`src/rtl/mux_rr_sched.sv`:
```
// Round-robin select generator for a 4:1 mux; captures the selected word onto a valid/ready port.
// Latency: sel updates on the request edge, word captured one edge later (one word per 2 cycles).
// Backpressure: a captured word is held with sel frozen until out_ready; no arbitration meanwhile.
module mux_rr_sched #(
    parameter int NUM_CH = 4,
    parameter int SEL_W  = 2,
    parameter int DATA_W = 4
) (
    input  logic              clk,
    input  logic              rst,
    input  logic [NUM_CH-1:0] req,
    output logic [SEL_W-1:0]  sel,
    input  logic [DATA_W-1:0] y_in,
    output logic [DATA_W-1:0] out_data,
    output logic              out_valid,
    input  logic              out_ready,
    output logic [NUM_CH-1:0] gnt
);

    typedef enum logic [1:0] {
        IDLE,
        SETTLE,
        OUT
    } state_t;

    state_t              state, state_nxt;
    logic [SEL_W-1:0]    last, last_nxt;
    logic [SEL_W-1:0]    sel_nxt;
    logic [SEL_W-1:0]    win;
    logic [DATA_W-1:0]   data_nxt;
    logic                valid_nxt;
    logic [NUM_CH-1:0]   gnt_nxt;
    logic                any_req;

    assign any_req = |req;

    // Scan downward so the smallest offset from last+1 wins; offset NUM_CH wraps to last itself.
    always_comb begin
        win = last;
        for (int i = NUM_CH; i >= 1; i--) begin
            if (req[last + SEL_W'(i)]) begin
                win = last + SEL_W'(i);
            end
        end
    end

    always_comb begin
        state_nxt = state;
        sel_nxt   = sel;
        last_nxt  = last;
        data_nxt  = out_data;
        valid_nxt = out_valid;
        gnt_nxt   = '0;
        case (state)
            IDLE: begin
                if (any_req) begin
                    sel_nxt   = win;
                    state_nxt = SETTLE;
                end
            end
            SETTLE: begin
                // sel was registered last edge, so y_in has had a full cycle to settle.
                data_nxt  = y_in;
                valid_nxt = 1'b1;
                gnt_nxt   = NUM_CH'(1) << sel;
                last_nxt  = sel;
                state_nxt = OUT;
            end
            OUT: begin
                if (out_ready) begin
                    valid_nxt = 1'b0;
                    if (any_req) begin
                        sel_nxt   = win;
                        state_nxt = SETTLE;
                    end else begin
                        state_nxt = IDLE;
                    end
                end
            end
            default: begin
                state_nxt = IDLE;
            end
        endcase
    end

    always_ff @(posedge clk) begin
        if (rst) begin
            state     <= IDLE;
            sel       <= '0;
            last      <= SEL_W'(NUM_CH - 1);
            out_data  <= '0;
            out_valid <= 1'b0;
            gnt       <= '0;
        end else begin
            state     <= state_nxt;
            sel       <= sel_nxt;
            last      <= last_nxt;
            out_data  <= data_nxt;
            out_valid <= valid_nxt;
            gnt       <= gnt_nxt;
        end
    end

endmodule

```
`config.mk`:
```
export PLATFORM = sky130hd
export DESIGN_NAME = mux_rr_sched
export DESIGN_NICKNAME = d
export VERILOG_FILES = /design/src/rtl/mux_rr_sched.sv
export SDC_FILE = /design/constraint.sdc
export NUM_CORES = 1
export LEC_CHECK = 0
export CAP_MARGIN = 20
export CORE_MARGIN = 2
export CORE_UTILIZATION = 35
export CTS_BUF_LIST = sky130_fd_sc_hd__clkbuf_8
export CTS_CLUSTER_DIAMETER = 150
export DETAILED_ROUTE_END_ITERATION = 12
export PLACE_DENSITY = 0.77
export SYNTH_ARGS = -nofsm -noshare
export SYNTH_HDL_FRONTEND = slang
export SYNTH_SLANG_ARGS = --single-unit
```
`constraint.sdc`:
```
create_clock -name clk -period 2.5 [get_ports clk]
set_input_delay 0.5 -clock clk [delete_from_list [all_inputs] [get_ports clk]]
set_output_delay 0.5 -clock clk [all_outputs]
set_load 0.005 [all_outputs]
```
======== Word-level counts from Yosys, hierarchy flattened ========
Index checks and enable logic that the tools add are counted.
operators by class
  add/sub/neg operators ................... 3
  $mul .................................... 0
  divide/modulo/power cells ............... 0
  magnitude comparators ................... 3
  equality and inequality tests ........... 4
  shifts and indexed selects .............. 1
  muxes and demuxes ....................... 18
  bitwise operators ....................... 1
  reduce and logical (&&, ||, !) cells .... 8
operator list
  operator               count
  $mux W2                7
  $lt A2 B3 Y1 const B   3
  $bmux W1 S2            3
  $pmux W2 S3            1
  $reduce_and A2 Y1      3
  $mux W1                5
  $add A2 B2 Y2 const B  2
  $ne A2 B2 Y1 const B   2
  $pmux W2 S2            1
  $reduce_bool A2 Y1     2
  $reduce_or A4 Y1       1
  $shl A1 B2 Y4 const A  1
  $add A2 B1 Y2 const B  1
  $eq A2 B1 Y1 const B   1
  $eq A2 B2 Y1 const B   1
  $logic_not A2 Y1       1
  $pmux W1 S2            1
  $reduce_or A2 Y1       1
  $not A1 Y1             1
word-level totals
  bits in registers ....................... 15
  latch bits .............................. 0
  memory bits (writable) .................. 0
  ROM bits ................................ 0
  input port bits ......................... 11
  output and inout bits ................... 11
  logic and storage cells ................. 44
  memories kept ........................... 0

======== Logic depth before layout (Yosys ltp) ========
  depth in word-level cells ............... 9
  mapped depth ............................ 5
  mapped depth without buffers ............ 4

======== Worst setup path before layout ========
No wires, ideal clock.
  path type ............................... in2reg
  start ................................... in out_ready
  end ..................................... reg sel[1]
  setup time .............................. 0.070 ns
  arrival ................................. 1.565 ns
  data required time ...................... 2.430 ns
  setup slack ............................. 0.864 ns
  stages .................................. 4
  cell sequence ........................... and2b_1 -> a211o_1 -> or4_1 -> a21oi_1
between the ends
  longest elaborated chain between the ends .. 2
ends and longest elaborated chain
  element                             RTL line  RTL
  start: declaration                  16        input logic out_ready,
  $ne A2 B2 Y1 (no source line)       n/a
  $reduce_and A2 Y1 (no source line)  n/a
  end signal: assignment              96        sel <= sel_nxt;
  end: declaration                    12        output logic [SEL_W-1:0] sel,
Every way passes these cells.
A chain may end at the register's enable or synchronous reset.

======== Final worst setup path ========
  start ................................... in req[3]
  end ..................................... reg sel[1]
between the ends
  longest elaborated chain between the ends .. 8
ends and longest elaborated chain
  element                        RTL line  RTL
  start: declaration             11        input logic [NUM_CH-1:0] req,
  $bmux W1 S2                    41        if (req[last + SEL_W'(i)]) begin
  $mux W1 (not written as such)  41
  $mux W2 (3 in series)          41
  $mux W2 (*)                    56, 72
  $mux W2                        70        if (out_ready) begin
  $pmux W2 S2 (*)                54        case (state)
Every way passes the cells marked *; elsewhere a longest branch is shown, timed or not. The select of a mux whose other input is x is not followed.

==> flow_summary.json <==
{
  "cts-hold-fix-buffers": 0,
  "via_per_inst": 5.17,
  "ys_seq_area_frac": 0.503,
  "start_util": 0.383,
  "slew_viol_final": 0,
  "worst_slew_pin_slew_ps": 498,
  "yosysWarnings": 0,
  "clk_path_buf_depth": 2,
  "dpl-instance-area_um2": 816,
  "cellPowerDensity_mw_per_mm2": 658,
  "required_ps": 2670,
  "grt_max_degree": 16,
  "layout_common_cells": "clkdlybuf4s50_1, nand2_1, dfxtp_1, a21oi_1, nor2_1",
  "post_cts_buffers": 0,
  "nNetsFinal": 105,
  "cap_viol_max_count": 0,
  "finalCoreUtilization": 0.552,
  "clk_latency_ps": 240,
  "nFillCells": 146,
  "drt_iter0_markers": 10,
  "wirelength_um": 1340,
  "relSlewSlack": 0.667,
  "worst_ep_arrival_time_ps": 2130,
  "crit_path_max_incr_delay_ps": 560,
  "tns_ps": 0,
  "min_period_ps": 1960,
  "cts_tree": "done",
  "synth.top_cells.by_area": "dfxtp_1, nand2_1, a21oi_1",
  "die_h_um": 45.3,
  "finalNonFillerCells": 109,
  "die_x_um": 45.3,
  "synth_area_um2": 597,
  "grt_pass1_vias": 533,
  "min_path_type": "flip-flop to flip-flop",
  "cp_cell_sequence": "clkdlybuf4s50_1, nor2_1, a211o_1, or4_1, a21oi_1",
  "synth_top_area_frac": 0.503,
  "synth_area_leader_cell": "dfxtp_1",
  "regArea_um2": 300,
  "leakagePower_nw": 0.344,
  "clockRootBuffer": "clkbuf_8",
  "place.port_buffers": 21,
  "avgSynthCellArea_um2": 8.41,
  "final_common_cell": "clkdlybuf4s50_1",
  "grt_antenna_before_repair": 0,
  "fin_crit_sh": 0.785,
  "cts-htree-levels": 1,
  "die_area_mm2": 0.00205,
  "routabilityCongestion": 0.700,
  "critPathKind": "input port to flip-flop",
  "fp-row-count": 14,
  "n_antenna_cell": 0,
  "status": "completed",
  "crit_path_max_fanout": 6,
  "multi_input_area_um2": 282,
  "dp_hpwl_um": 966,
  "rsz0062_at_grt": "false",
  "synthToLayoutAreaGrowth_pct": 44.2,
  "vias": 564,
  "setup_viol": 0,
  "grt_overflow_total": 0,
  "track_usage": 0.151,
  "finClkSkew_ps": 0.812,
  "core_area_mm2": 0.00156,
  "synth.distinct_cells": 21,
  "clk_pin_slew_worst_paths_ps": 60,
  "end_kind": "flip-flop",
  "grt_pass1_wl_um": 2230,
  "total_power_w": 0.000566,
  "path_buf_inv": 1,
  "max_freq_ghz": 0.509,
  "hold_viol": 0,
  "ctsResizeCount": 0,
  "ir_worst_vdd_uv": 349,
  "cts_made_buffers": 3,
  "drt.antenna.violating_nets": 0,
  "route.detailed.drc": 0,
  "syn_inst": 71,
  "placed_cells": 105,
  "cts_num_sinks": 15,
  "wire_per_inst_um": 12.3,
  "slowest_stage": "clkdlybuf4s50_1",
  "cp_top_family": "simple AND/OR/NAND/NOR gates",
  "synth_nets": 82,
  "drt_first_pass_iters": 3,
  "pin_count": 22,
  "final_cell_area_um2": 861,
  "crit_path_start_kind": "input port",
  "synth_seq_cells": 15,
  "drive_above_1_share": 0.0323
}
==> cell families (layout without fill, tap and decap cells) <==
| kind of cell | count (synthesis) | after routing | synth area share |
|---|---|---|---|
| AOI/OAI and AO/OA | 12 | 12 | 0.120 |
| DFF | 15 | 15 | 0.503 |
| muxes | 1 | 1 | 0.0168 |
| buffers and inverters | 4 | 26 | 0.0251 |
| and+or+nand+nor | 39 | 39 | 0.335 |
==> metrics by stage <==
step	setup slack [ps]	hold WS [ps]
after detailed placement	291	448
after global placement	337	443
after CTS	542	456
after global routing	425	499
final	537	453
after floorplan	864	453
==> per-layer routing <==
metal,routed length [um],up-vias,part of all wire,GRT usage
li1,-,289,-,-
met2,650,15,0.49,0.234
met3,51,0,0.038,0.0480
met1,634,260,0.47,0.188
met4,0,0,0,0.0765
met5,0,-,0,0
==> worst register-to-register path, cell delays in order (launching register included) <==
cell and delay, ps:
dfxtp_1 330, and2b_1 170, a211o_1 320, or4_1 510, a21oi_1 140
==> report_power, final <==
part / switching (W) / internal (W)
logic: 0.0000412 / 0.0000577
registers: 0.0000201 / 0.000258
clock network: 0.0000805 / 0.000109
total: 0.000142 / 0.000424
==> area by class of cell <==
type	instances	area share
Multi-Input combinational cell	52	0.327
Inverter	1	0.00436
Timing Repair Buffer	21	0.244
Clock buffer	3	0.0480
Tap cell	16	0.0233
Clock inverter	1	0.00436
Sequential cell	15	0.349
==> final timing paths <==
kind / start / endpoint / depth (start not counted) / slack [ps]
setup / recovery: req[3] / sel[1]$_SDFFE_PP0P_ / 5 / 540
hold / removal: out_data[0]$_SDFFE_PP0P_ / out_data[0]$_SDFFE_PP0P_ / 2 / 450
setup reg to reg: state[1]$_SDFFE_PP0P_ / sel[1]$_SDFFE_PP0P_ / 4 / 960
hold reg to reg: out_data[0]$_SDFFE_PP0P_ / out_data[0]$_SDFFE_PP0P_ / 2 / 450
==> registers in the layout, indices dropped and copies added (netlist names) <==
name       flops
state          2
gnt            4
last           2
out_valid      1
out_data       4
sel            2
==> cells in the mapped netlist <==
cell type,n
a2111oi_0,1
nor2b_1,3
nor3_1,3
a211oi_1,1
or2b_1,1
inv_1,1
mux2i_1,1
nor4_1,1
a211o_1,1
nand2_1,17
or4_1,1
and2b_1,1
nand3b_1,2
a21oi_1,8
nand2b_1,2
dfxtp_1,15
nor2_1,5
clkbuf_1,3
and4b_1,1
nor4b_1,2
o22ai_1,1
Note: power is estimated with default switching activity, not from simulation.
